<file path="config.mk">
export PLATFORM = sky130hd
export DESIGN_NAME = strobe_meter
export DESIGN_NICKNAME = d
export VERILOG_FILES = /design/src/rtl/strobe_meter.sv
export SDC_FILE = /design/constraint.sdc
export NUM_CORES = 1
export LEC_CHECK = 0
export ABC_CLOCK_PERIOD_IN_PS = 5600
export BUFFER_PORTS_ARGS = -buffer_cell sky130_fd_sc_hd__clkbuf_2
export CORE_ASPECT_RATIO = 1.25
export CORE_MARGIN = 2
export CORE_UTILIZATION = 45
export CTS_CLUSTER_DIAMETER = 100
export CTS_CLUSTER_SIZE = 30
export DETAILED_ROUTE_END_ITERATION = 10
export HOLD_SLACK_MARGIN = 0.06
export PLACE_DENSITY = 0.69
export SYNTH_ARGS = -nofsm -noshare
export SYNTH_HDL_FRONTEND = slang
export SYNTH_SLANG_ARGS = --single-unit
export TNS_END_PERCENT = 30
</file>
<file path="constraint.sdc">
create_clock -name i_clk -period 5.6 [get_ports i_clk]
set_input_delay 1.12 -clock i_clk [delete_from_list [all_inputs] [get_ports i_clk]]
set_output_delay 1.12 -clock i_clk [all_outputs]
set_load 0.1 [all_outputs]
</file>
<file path="src/rtl/strobe_meter.sv">
// Strobe period meter: measures enabled cycles between sampled strobes and hands each
// result out over a valid/ready pair. Defining STROBE_METER_MINMAX_EN adds min/max tracking.
module strobe_meter #(
   parameter int unsigned CTRL_PERIOD_W = 16,
   parameter int unsigned CTRL_COUNT_W  = 16
) (
   input  logic                     i_clk,
   input  logic                     i_arst_n,
   input  logic                     i_cg,
   input  logic                     i_strobe,
   input  logic                     i_clear,
   input  logic                     i_ready,
   output logic                     o_valid,
   output logic [CTRL_PERIOD_W-1:0] o_periodM1,
   output logic [CTRL_PERIOD_W-1:0] o_minPeriodM1,
   output logic [CTRL_PERIOD_W-1:0] o_maxPeriodM1,
   output logic [CTRL_COUNT_W-1:0]  o_nStrobes,
   output logic                     o_overflow,
   output logic                     o_dropped
);

   typedef enum logic {
      IDLE,
      MEASURE
   } state_t;

   state_t                   state_q, state_d;
   logic [CTRL_PERIOD_W-1:0] cnt_q;
   logic [CTRL_PERIOD_W-1:0] cnt_inc;
   logic [CTRL_PERIOD_W-1:0] period_q;
   logic [CTRL_COUNT_W-1:0]  n_strobes_q;
   logic                     valid_q;
   logic                     overflow_q;
   logic                     dropped_q;

   logic do_clear;
   logic take_strobe;
   logic capture;

   // Clear wins over a same-cycle strobe; nothing is sampled while the gate is low.
   assign do_clear    = i_cg & i_clear;
   assign take_strobe = i_cg & i_strobe & ~i_clear;
   assign cnt_inc     = cnt_q + 1'b1;

   // NOTE: every variable driven here gets a default first so no latch is inferred.
   always_comb begin
      state_d = state_q;
      capture = 1'b0;
      if (do_clear) begin
         state_d = IDLE;
      end else if (take_strobe) begin
         state_d = MEASURE;
         capture = (state_q == MEASURE);
      end
   end

   // NOTE: sequential state uses non-blocking assignments with an async active-low reset.
   always_ff @(posedge i_clk or negedge i_arst_n) begin
      if (!i_arst_n) begin
         state_q <= IDLE;
      end else begin
         state_q <= state_d;
      end
   end

   always_ff @(posedge i_clk or negedge i_arst_n) begin
      if (!i_arst_n) begin
         cnt_q      <= '0;
         overflow_q <= 1'b0;
      end else if (do_clear) begin
         cnt_q      <= '0;
         overflow_q <= 1'b0;
      end else if (take_strobe) begin
         cnt_q <= '0;
      end else if (i_cg && (state_q == MEASURE) && !(&cnt_q)) begin
         cnt_q <= cnt_inc;
         if (&cnt_inc) begin
            overflow_q <= 1'b1;
         end
      end
   end

   // A result arriving while the previous one is still unaccepted is lost, not queued.
   always_ff @(posedge i_clk or negedge i_arst_n) begin
      if (!i_arst_n) begin
         valid_q   <= 1'b0;
         period_q  <= '0;
         dropped_q <= 1'b0;
      end else if (do_clear) begin
         valid_q   <= 1'b0;
         period_q  <= '0;
         dropped_q <= 1'b0;
      end else if (i_cg) begin
         if (capture) begin
            if (valid_q && !i_ready) begin
               dropped_q <= 1'b1;
            end else begin
               period_q <= cnt_q;
               valid_q  <= 1'b1;
            end
         end else if (valid_q && i_ready) begin
            valid_q <= 1'b0;
         end
      end
   end

   always_ff @(posedge i_clk or negedge i_arst_n) begin
      if (!i_arst_n) begin
         n_strobes_q <= '0;
      end else if (do_clear) begin
         n_strobes_q <= '0;
      end else if (take_strobe && !(&n_strobes_q)) begin
         n_strobes_q <= n_strobes_q + 1'b1;
      end
   end

`ifdef STROBE_METER_MINMAX_EN
   logic [CTRL_PERIOD_W-1:0] min_q;
   logic [CTRL_PERIOD_W-1:0] max_q;

   // Extremes follow every captured value, including ones dropped at the output.
   always_ff @(posedge i_clk or negedge i_arst_n) begin
      if (!i_arst_n) begin
         min_q <= '1;
         max_q <= '0;
      end else if (do_clear) begin
         min_q <= '1;
         max_q <= '0;
      end else if (capture) begin
         if (cnt_q < min_q) begin
            min_q <= cnt_q;
         end
         if (cnt_q > max_q) begin
            max_q <= cnt_q;
         end
      end
   end

   assign o_minPeriodM1 = min_q;
   assign o_maxPeriodM1 = max_q;
`else
   assign o_minPeriodM1 = '1;
   assign o_maxPeriodM1 = '0;
`endif

   assign o_valid    = valid_q;
   assign o_periodM1 = period_q;
   assign o_nStrobes = n_strobes_q;
   assign o_overflow = overflow_q;
   assign o_dropped  = dropped_q;

endmodule

</file>
======== Word-level counts from Yosys, hierarchy flattened ========
Cells that the tools add are included.
word-level totals
  register bits after elaboration ......... 52
  word-level logic and storage cells ...... 66
operators by class
  add/subtract/negate cells ............... 2
  equality and inequality tests ........... 3
  muxes and demuxes ....................... 26
  bitwise operators ....................... 4
  reduce and logical (&&, ||, !) cells .... 24
operators by type and width
  cell                     number
  $mux W16                 9
  $reduce_and A16 Y1       3
  $add A16 B1 Y16 const B  2
  $mux W1                  17
  $reduce_bool A2 Y1       7
  $reduce_and A3 Y1        4
  $reduce_bool A3 Y1       2
  $logic_and A1 B1 Y1      5
  $ne A2 B2 Y1 const B     2
  $and A1 B1 Y1            3
  $logic_not A1 Y1         3
  $ne A3 B3 Y1 const B     1
  $not A1 Y1               1

======== Longest topological paths before layout ========
Gate-level depths: netlist of the first run.
  word-level depth ........................ 7
  gate-level depth with buffers ........... 7
  gate-level depth less buffers ........... 6

======== Worst setup path after synthesis of the first run ========
Ideal clock, no wire load.
  path type ............................... input to register
  from .................................... input i_clear
  to ...................................... register overflow_q, in the netlist o_overflow
  arrival time ............................ 2.468 ns
  required time ........................... 5.508 ns
  path slack .............................. 3.040 ns
  cell stages on the path ................. 5
  buffers on the path ..................... 1
  cell sequence ........................... o21a_1 buf_6 or4_1 or4_1 o31ai_2
between the ends
  word-level cells in the longest chain between the ends .. 4
  elaborated cells between the ends (all ways) .. 8
RTL lines
  item                                RTL line  source
  start, declared                     11        input logic i_clear,
  $not A1 Y1                          42        assign take_strobe = i_cg & i_strobe & ~i_clear;
  $and A1 B1 Y1                       42
  $ne A2 B2 Y1 (no source line)       --
  $reduce_and A3 Y1 (no source line)  --
  end signal, assigned                69        overflow_q <= 1'b0;
  end signal, assigned                72        overflow_q <= 1'b0;
  end signal, assigned                78        overflow_q <= 1'b1;
  end, declared                       33        logic overflow_q;
Several ways; a longest one is shown, not always the timed one.
A chain may end at the register's enable or synchronous reset.

======== Worst setup path in the final report of the first run ========
Ends and elaborated chain as after synthesis.

==> out/metrics.csv, run 1 <==
stage,metric,value,unit
clocking,CTS Hold Bufs,0,
synthesis,register area share after synthesis,44.24,%
critical_path,flop-to-flop setup slack,3420,ps
pwr,Internal,486.4,uW
timing,clock skew,6.685,ps
pwr,Max VDD drop,100.8,uV
floorplanning,Initial Utilization,47.10,%
timing,Sum Neg Setup Slack,0,ps
floorplanning,CORE AREA,0.006246,mm2
critical_path,crit-path max cell delay,560,ps
floorplanning,I/O Pins,73,
routing,drt first-iter violations,151,
clocking,CTS tree,yes,
hold_path,Hold Crit Class,register to register,
floorplanning,Die X,76.32,um
timing,Fin. Hold Viols,0,
synthesis,Cells after Synth,334,
pwr,sequential share of power,50.5,%
grt,vias in the first global route,2136,
timing,fin crit share,45.87,%
grt,GRT met2 Usage,29.94,%
synthesis,ys flop type,dfrtp_1,
timing,Pins Over Slew Limit,0,
clocking,worst-skew pair later-pin latency,310,ps
pwr,Leakage,0.001449,uW
cells_and_area,fin nets,376,
critical_path,Crit Path Class,input pin to register,
routing,TritonRoute pass-1 iters,5,
routing,total wire length,5.883,mm
critical_path,Top delay family on crit path,simple AND/OR/NAND/NOR gates,
place,GPL Wtd Cong,0.9329,
floorplanning,Die H,94.40,um
critical_path,"Max FO, Critical Path",19,
timing,Final Setup Violations,0,
routing,DR vias/cell,5.064,
run,Max-Cap Viols,0,
grt,first-pass GRT wire length,9.949,mm
timing,min cycle time layout,2568,ps
critical_path,Buffers & Inverters on Critical Path,1,
synthesis,Post-synth EDFFs,0,
clocking,total CTS buffers,5,
floorplanning,die area,0.007204,mm2
critical_path,Critical Path AT,2800,ps
clocking,clock sink count,52,
pwr,Switch Pwr,293.1,uW
routing,DRC viols,0,
grt,largest net degree at the start of global routing,53,
timing,max_slew headroom,47.46,%
clocking,maximum clock path buffer count,2,
synthesis,Synth cell types,46,
cells_and_area,Area Growth Syn to Fin,7.614,%
clocking,"Reg clk slew, reported paths",100,ps
place,DP HPWL,4.281,mm
pwr,Pwr Density,246.2,mW/mm2
timing,fmax,389.3,MHz
floorplanning,num rows,32,
grt,initial antenna violation count,0,
synthesis,YS warnings,0,
pwr,Sw Ratio,37.60,%
routing,final antenna-violating net count,0,
synthesis,synth top area cells,"dfrtp_1 (44%), buf_4 (8.2%), nand2_1 (7.1%)",
synthesis,Mean Syn Cell Area,8.807,um2
grt,met1 usage,20.67,%
pwr,Comb pwr share,21.6,%
timing,Worst-Margin Slew,786.2,ps
synthesis,Synth top area share,44.24,%
grt,met3 usage,3.728,%
timing,Fin Hold WS,536.1,ps
critical_path,CP most frequent cell,or4_1,
clocking,H-tree levels,2,
routing,routed len/inst,12.99,um
cells_and_area,share of layout cells above drive strength 1,15.22,%
routing,DR vias,2294,
outcome,status,finished clean,
synthesis,"FFs w/ async S/R, synth",100.0,%
clocking,postcts setup bufs,0,
critical_path,type of destination of the critical path,register,
critical_path,"Slowest-stage cell, CP",or4_1,
synthesis,post-synthesis cell type with the largest combined area,dfrtp_1,
timing,RSZ-0062 raised after global routing,false,
critical_path,crit start category,input pin,
grt,busiest grt layer,met2,
pwr,power share of the clock group,27.8,%
grt,GR Util All Layers,17.09,%
synthesis,number of synthesized register bits,52,
critical_path,Critical Path RT,5830,ps
synthesis,Synth Cell Area,0.002942,mm2
cells_and_area,Antenna Cells,0,
grt,gr ovfl total,0,
critical_path,crit-path cells,"clkbuf_2, o21a_1, or4_1, or4_1, o31ai_2",
cells_and_area,utilization after layout,50.68,%
clocking,Root Buffer,clkbuf_8,
place,IO buf count,40,
clocking,# resized after CTS,0,
[tightest hold or removal path, stage by stage, from the launching register on]
cell	delay (ps)
dfrtp_1	390
nand2_1	50
o21ai_0	60
[final cells by class]
type / instances / area, um2
Tap cell: 85 / 106.4
Clock inverter: 3 / 23.77
Inverter: 4 / 15.01
Multi-Input combinational cell: 262 / 1435
Clock buffer: 5 / 68.82
Sequential cell: 52 / 1301
Fill cell: 617 / 3080
Timing Repair Buffer: 42 / 215.2
[cell families (layout without fill, tap and decap cells)]
family                   Yosys count  count (layout)  synth area share (%)
AND/OR/NAND/NOR                  149             149                 24.25
flip-flops                        52              52                 44.24
buffers and inverters             50              54                 10.97
AO/OA/AOI/OAI                     49              49                 9.996
XOR/XNOR                          23              23                 6.848
multiplexers                       6               6                 2.169
adder cells (fa/ha/maj)            3               3                 1.276
other                              2              32                0.2553
[final timing paths]
kind,startpoint,end,cells after the start
max,i_clear,o_overflow,5
min,o_periodM1[6],o_periodM1[6],2
max reg2reg,cnt_q[0],cnt_q[10],6
min reg2reg,o_periodM1[6],o_periodM1[6],2
max in group asynchronous,i_arst_n,o_periodM1[10],2
min in group asynchronous,i_arst_n,o_nStrobes[1],2
[power by group through the flow]
stage	registers (uW)	clock network, uW	logic (uW)
floorplan	427	0	139
global placement	401	0	168
detailed placement	401	0	170
CTS	394	225	170
global route	396	242	177
finish	394	217	169
[synth_stat cells, types with 6 or more instances]
cell type and count:
buf_2 6, xor2_1 7, nor3_1 6, xnor2_1 16
and3_1 6, clkbuf_1 7, o21ai_0 19, buf_4 32
dfrtp_1 52, nand2_1 56, nor2_1 33, a21oi_1 12
nand3_1 17, nand4_1 7
[registers in the layout (all words and copies together), names as in the netlist]
name / count
o_dropped: 1
state_q: 1
o_valid: 1
o_periodM1: 16
o_overflow: 1
cnt_q: 16
o_nStrobes: 16
[per-stage QoR]
| step | cell area [um2] | setup WS, ps | cells | power, uW |
|---|---|---|---|---|
| detailed placement | 3073 | 2675 | 445 | 570.8 |
| global route | 3166 | 2916 | 453 | 814.5 |
| CTS | 3166 | 3015 | 453 | 788.0 |
| finish | 3166 | 3032 | 453 | 779.5 |
| global placement | 3073 | 2699 | 445 | 569.5 |
| floorplan | 3054 | 3040 | 364 | 565.9 |
[layer usage]
layer	vias up	wire [um]
li1	1142	-
met1	1071	2524
met2	72	2984
met3	9	288
met4	0	86
met5	-	0
[cells in the final DEF, fill, tap and decap left out, types with 6 or more instances in the layout]
master / count
o21ai_0: 19
nand4_1: 7
and3_1: 6
clkbuf_2: 40
dfrtp_1: 52
a21oi_1: 12
xnor2_1: 16
conb_1: 32
nand2_1: 56
nand3_1: 17
nor2_1: 33
xor2_1: 7
Power figures use the tool's default switching activity.
==> run 2: changes to the inputs <==
ABC_AREA = 1   (was unset)
ABC_CLOCK_PERIOD_IN_PS = 2500   (was 5600)
clock period = 2.5 ns   (was 5.6 ns; I/O delays follow)
==> out/metrics.csv, run 2 <==
stage,metric,value,unit,change
critical_path,Crit Path Class,register to register,,
grt,largest net degree at the start of global routing,34,,-36%
cells_and_area,utilization after layout,51.38,%,+0.70 points
synthesis,register area share after synthesis,42.00,%,-2.2 points
clocking,CTS Hold Bufs,0,,unchanged
synthesis,Mean Syn Cell Area,7.649,um2,-13%
routing,DR vias/cell,5.093,,+0.58%
routing,total wire length,7.291,mm,+24%
synthesis,YS warnings,0,,unchanged
cells_and_area,"commonest non-fill, non-tap cell in the layout",nand2_1,,
floorplanning,CORE AREA,0.006606,mm2,+5.8%
critical_path,"Max FO, Critical Path",10,,-9
cells_and_area,"commonest non-fill, non-tap cells in the layout","nand2_1 (90), dfrtp_1 (52), nor2_1 (44)",,
synthesis,Post-synth EDFFs,0,,unchanged
run,Max-Cap Viols,0,,unchanged
floorplanning,Die X,78.21,um,+2.5%
timing,Fin. Hold Viols,0,,unchanged
synthesis,Synth cell types,32,,-30%
critical_path,Critical Path AT,2120,ps,-680 ps
clocking,maximum clock path buffer count,2,,unchanged
timing,fmax,526.7,MHz,
timing,fin crit share,75.94,%,
place,Placed Cells,528,,+19%
grt,first-pass GRT wire length,12.25,mm,+23%
grt,gr ovfl total,0,,unchanged
place,IO buf count,40,,unchanged
critical_path,crit-path max cell delay,430,ps,-130 ps
clocking,CTS tree,yes,,
clocking,worst-skew pair later-pin latency,310,ps,about the same
timing,Final Setup Violations,0,,unchanged
grt,initial antenna violation count,0,,unchanged
clocking,H-tree levels,2,,unchanged
clocking,"Reg clk slew, reported paths",90,ps,about the same
synthesis,ys flop type,dfrtp_1,,
pwr,Pwr Density,542.6,mW/mm2,+120%
critical_path,crit-path cells,"ha_1, nand2_2, nor3_4, inv_2, nor2_4, nand3_4, nand2_4, nand2_4, clkinv_4, nand2_1, o31ai_1",,
cells_and_area,Area Growth Syn to Fin,9.572,%,
routing,routed len/inst,13.60,um,+4.7%
critical_path,CP most frequent cell,nand2_4,,
routing,DRC viols,0,,unchanged
routing,final antenna-violating net count,0,,unchanged
timing,RSZ-0062 raised after global routing,false,,
timing,Worst-Margin Slew,674.7,ps,-111.5 ps
grt,GR Util All Layers,20.27,%,+3.2 points
cells_and_area,Post-Layout Cell Count,536,,+18%
cells_and_area,Antenna Cells,0,,unchanged
routing,drt first-iter violations,131,,-13%
critical_path,crit start category,register,,
clocking,total CTS buffers,5,,unchanged
synthesis,"FFs w/ async S/R, synth",100.0,%,unchanged
floorplanning,Initial Utilization,46.89,%,-0.20 points
routing,DR vias,2730,,+19%
floorplanning,num rows,33,,+3.1%
cells_and_area,share of layout cells above drive strength 1,17.37,%,+2.2 points
timing,min cycle time layout,1899,ps,
place,DP HPWL,5.501,mm,+29%
synthesis,Cells after Synth,405,,+21%
floorplanning,Die H,96.77,um,+2.5%
critical_path,type of destination of the critical path,register,,
floorplanning,die area,0.007568,mm2,+5.1%
hold_path,Hold Crit Class,input pin to async pin,,
place,GPL Wtd Cong,0.9591,,+2.8%
critical_path,Critical Path RT,2720,ps,-3110 ps
synthesis,Synth top area share,42.00,%,-2.2 points
clocking,Root Buffer,clkbuf_8,,
clocking,# resized after CTS,0,,unchanged
pwr,Max VDD drop,331.1,uV,+230%
outcome,status,finished clean,,
timing,Pins Over Slew Limit,0,,unchanged
pwr,total power,1842,uW,+140%
grt,vias in the first global route,2569,,+20%
pwr,Leakage,0.001551,uW,+7.0%
critical_path,"Slowest-stage cell, CP",dfrtp_1,,
timing,clock skew,4.004,ps,-2.681 ps
routing,TritonRoute pass-1 iters,4,,-1
clocking,postcts setup bufs,0,,unchanged
synthesis,number of synthesized register bits,52,,unchanged
synthesis,top-count cell post-synth,nand2_1,,
clocking,clock sink count,52,,unchanged
synthesis,synth cell count leaders,"nand2_1 (90), dfrtp_1 (52), nor2_1 (44), nand3_1 (38), inv_1 (35)",,
synthesis,post-synthesis cell type with the largest combined area,dfrtp_1,,
timing,max_slew headroom,55.02,%,+7.6 points
timing,Sum Neg Setup Slack,0,ps,unchanged
synthesis,synth top area cells,"dfrtp_1 (42%), nand2_1 (11%), buf_4 (7.8%)",,
synthesis,Synth Cell Area,0.003098,mm2,+5.3%
cells_and_area,fin nets,457,,+22%
floorplanning,I/O Pins,73,,unchanged
## run 2: cell count changes after synthesis, sizes merged, moves of 6 or more
cell,delta
nand3,+23
nand2,+40
nor2,+18
a21oi,-8
o21ai,+20
o22ai,+9
and3,-6
xnor2,-14
inv,+36
## run 2: cell type report
type	count	area, um2
Sequential cell	52	1301
Tap cell	87	108.9
Clock buffer	8	90.09
Inverter	41	161.4
Multi-Input combinational cell	302	1475
Timing Repair Buffer	46	257.7
Fill cell	669	3212
## run 2: kinds of logic after synthesis
| group | count (synthesis) | synth area share [%] |
|---|---|---|
| flip-flops | 52 | 42.00 |
| AND/OR/NAND/NOR | 202 | 30.09 |
| buffers and inverters | 81 | 14.01 |
| XOR/XNOR | 7 | 1.979 |
| adder cells (fa/ha/maj) | 3 | 1.212 |
| AO/OA/AOI/OAI | 58 | 10.46 |
| other | 2 | 0.2424 |
## run 2: final timing paths
path | from | endpoint | slack, ps | cells past startpoint
max | o_nStrobes[0] | o_nStrobes[11] | 600 | 11
min | i_arst_n | o_nStrobes[11] | 200 | 1
max reg2reg | o_nStrobes[0] | o_nStrobes[11] | 600 | 11
min reg2reg | o_dropped | o_dropped | 520 | 2
max in group asynchronous | i_arst_n | cnt_q[7] | 1700 | 2
min in group i_clk | o_dropped | o_dropped | 520 | 2
## run 2: layer usage
metal	vias up	global-route usage [%]	part of all wire [%]
met2	80	35.54	52
met4	0	7.287	2.3
li1	1343	-	-
met3	15	3.545	4.2
met5	-	0	0
met1	1292	24.70	41
## run 2: report_power, final
group | internal [uW] | total (uW) | switching, uW | leakage (uW)
logic | 44.4 | 454 | 410 | 0.000784
clock network | 227 | 504 | 277 | 0.0000455
registers | 860 | 884 | 24.0 | 0.000721
## run 2: critical path: cells and delay by family, from the launching register on
family	cells	cell delay, ps
simple gates	7	890
compound gates	1	70
flops	1	430
fa+ha+maj	1	250
buf+inv	2	160
## run 2: per-stage QoR
stage / setup WS [ps] / hold WS, ps / instance area, um2
after floorplan: 34.17 / 204.4 / 3211
after global routing: 413.4 / 267.6 / 3395
after detailed placement: 620.8 / 498.6 / 3304
final: 601.5 / 204.6 / 3395
after global placement: 636.9 / 491.0 / 3304
after CTS: 590.8 / 234.9 / 3395
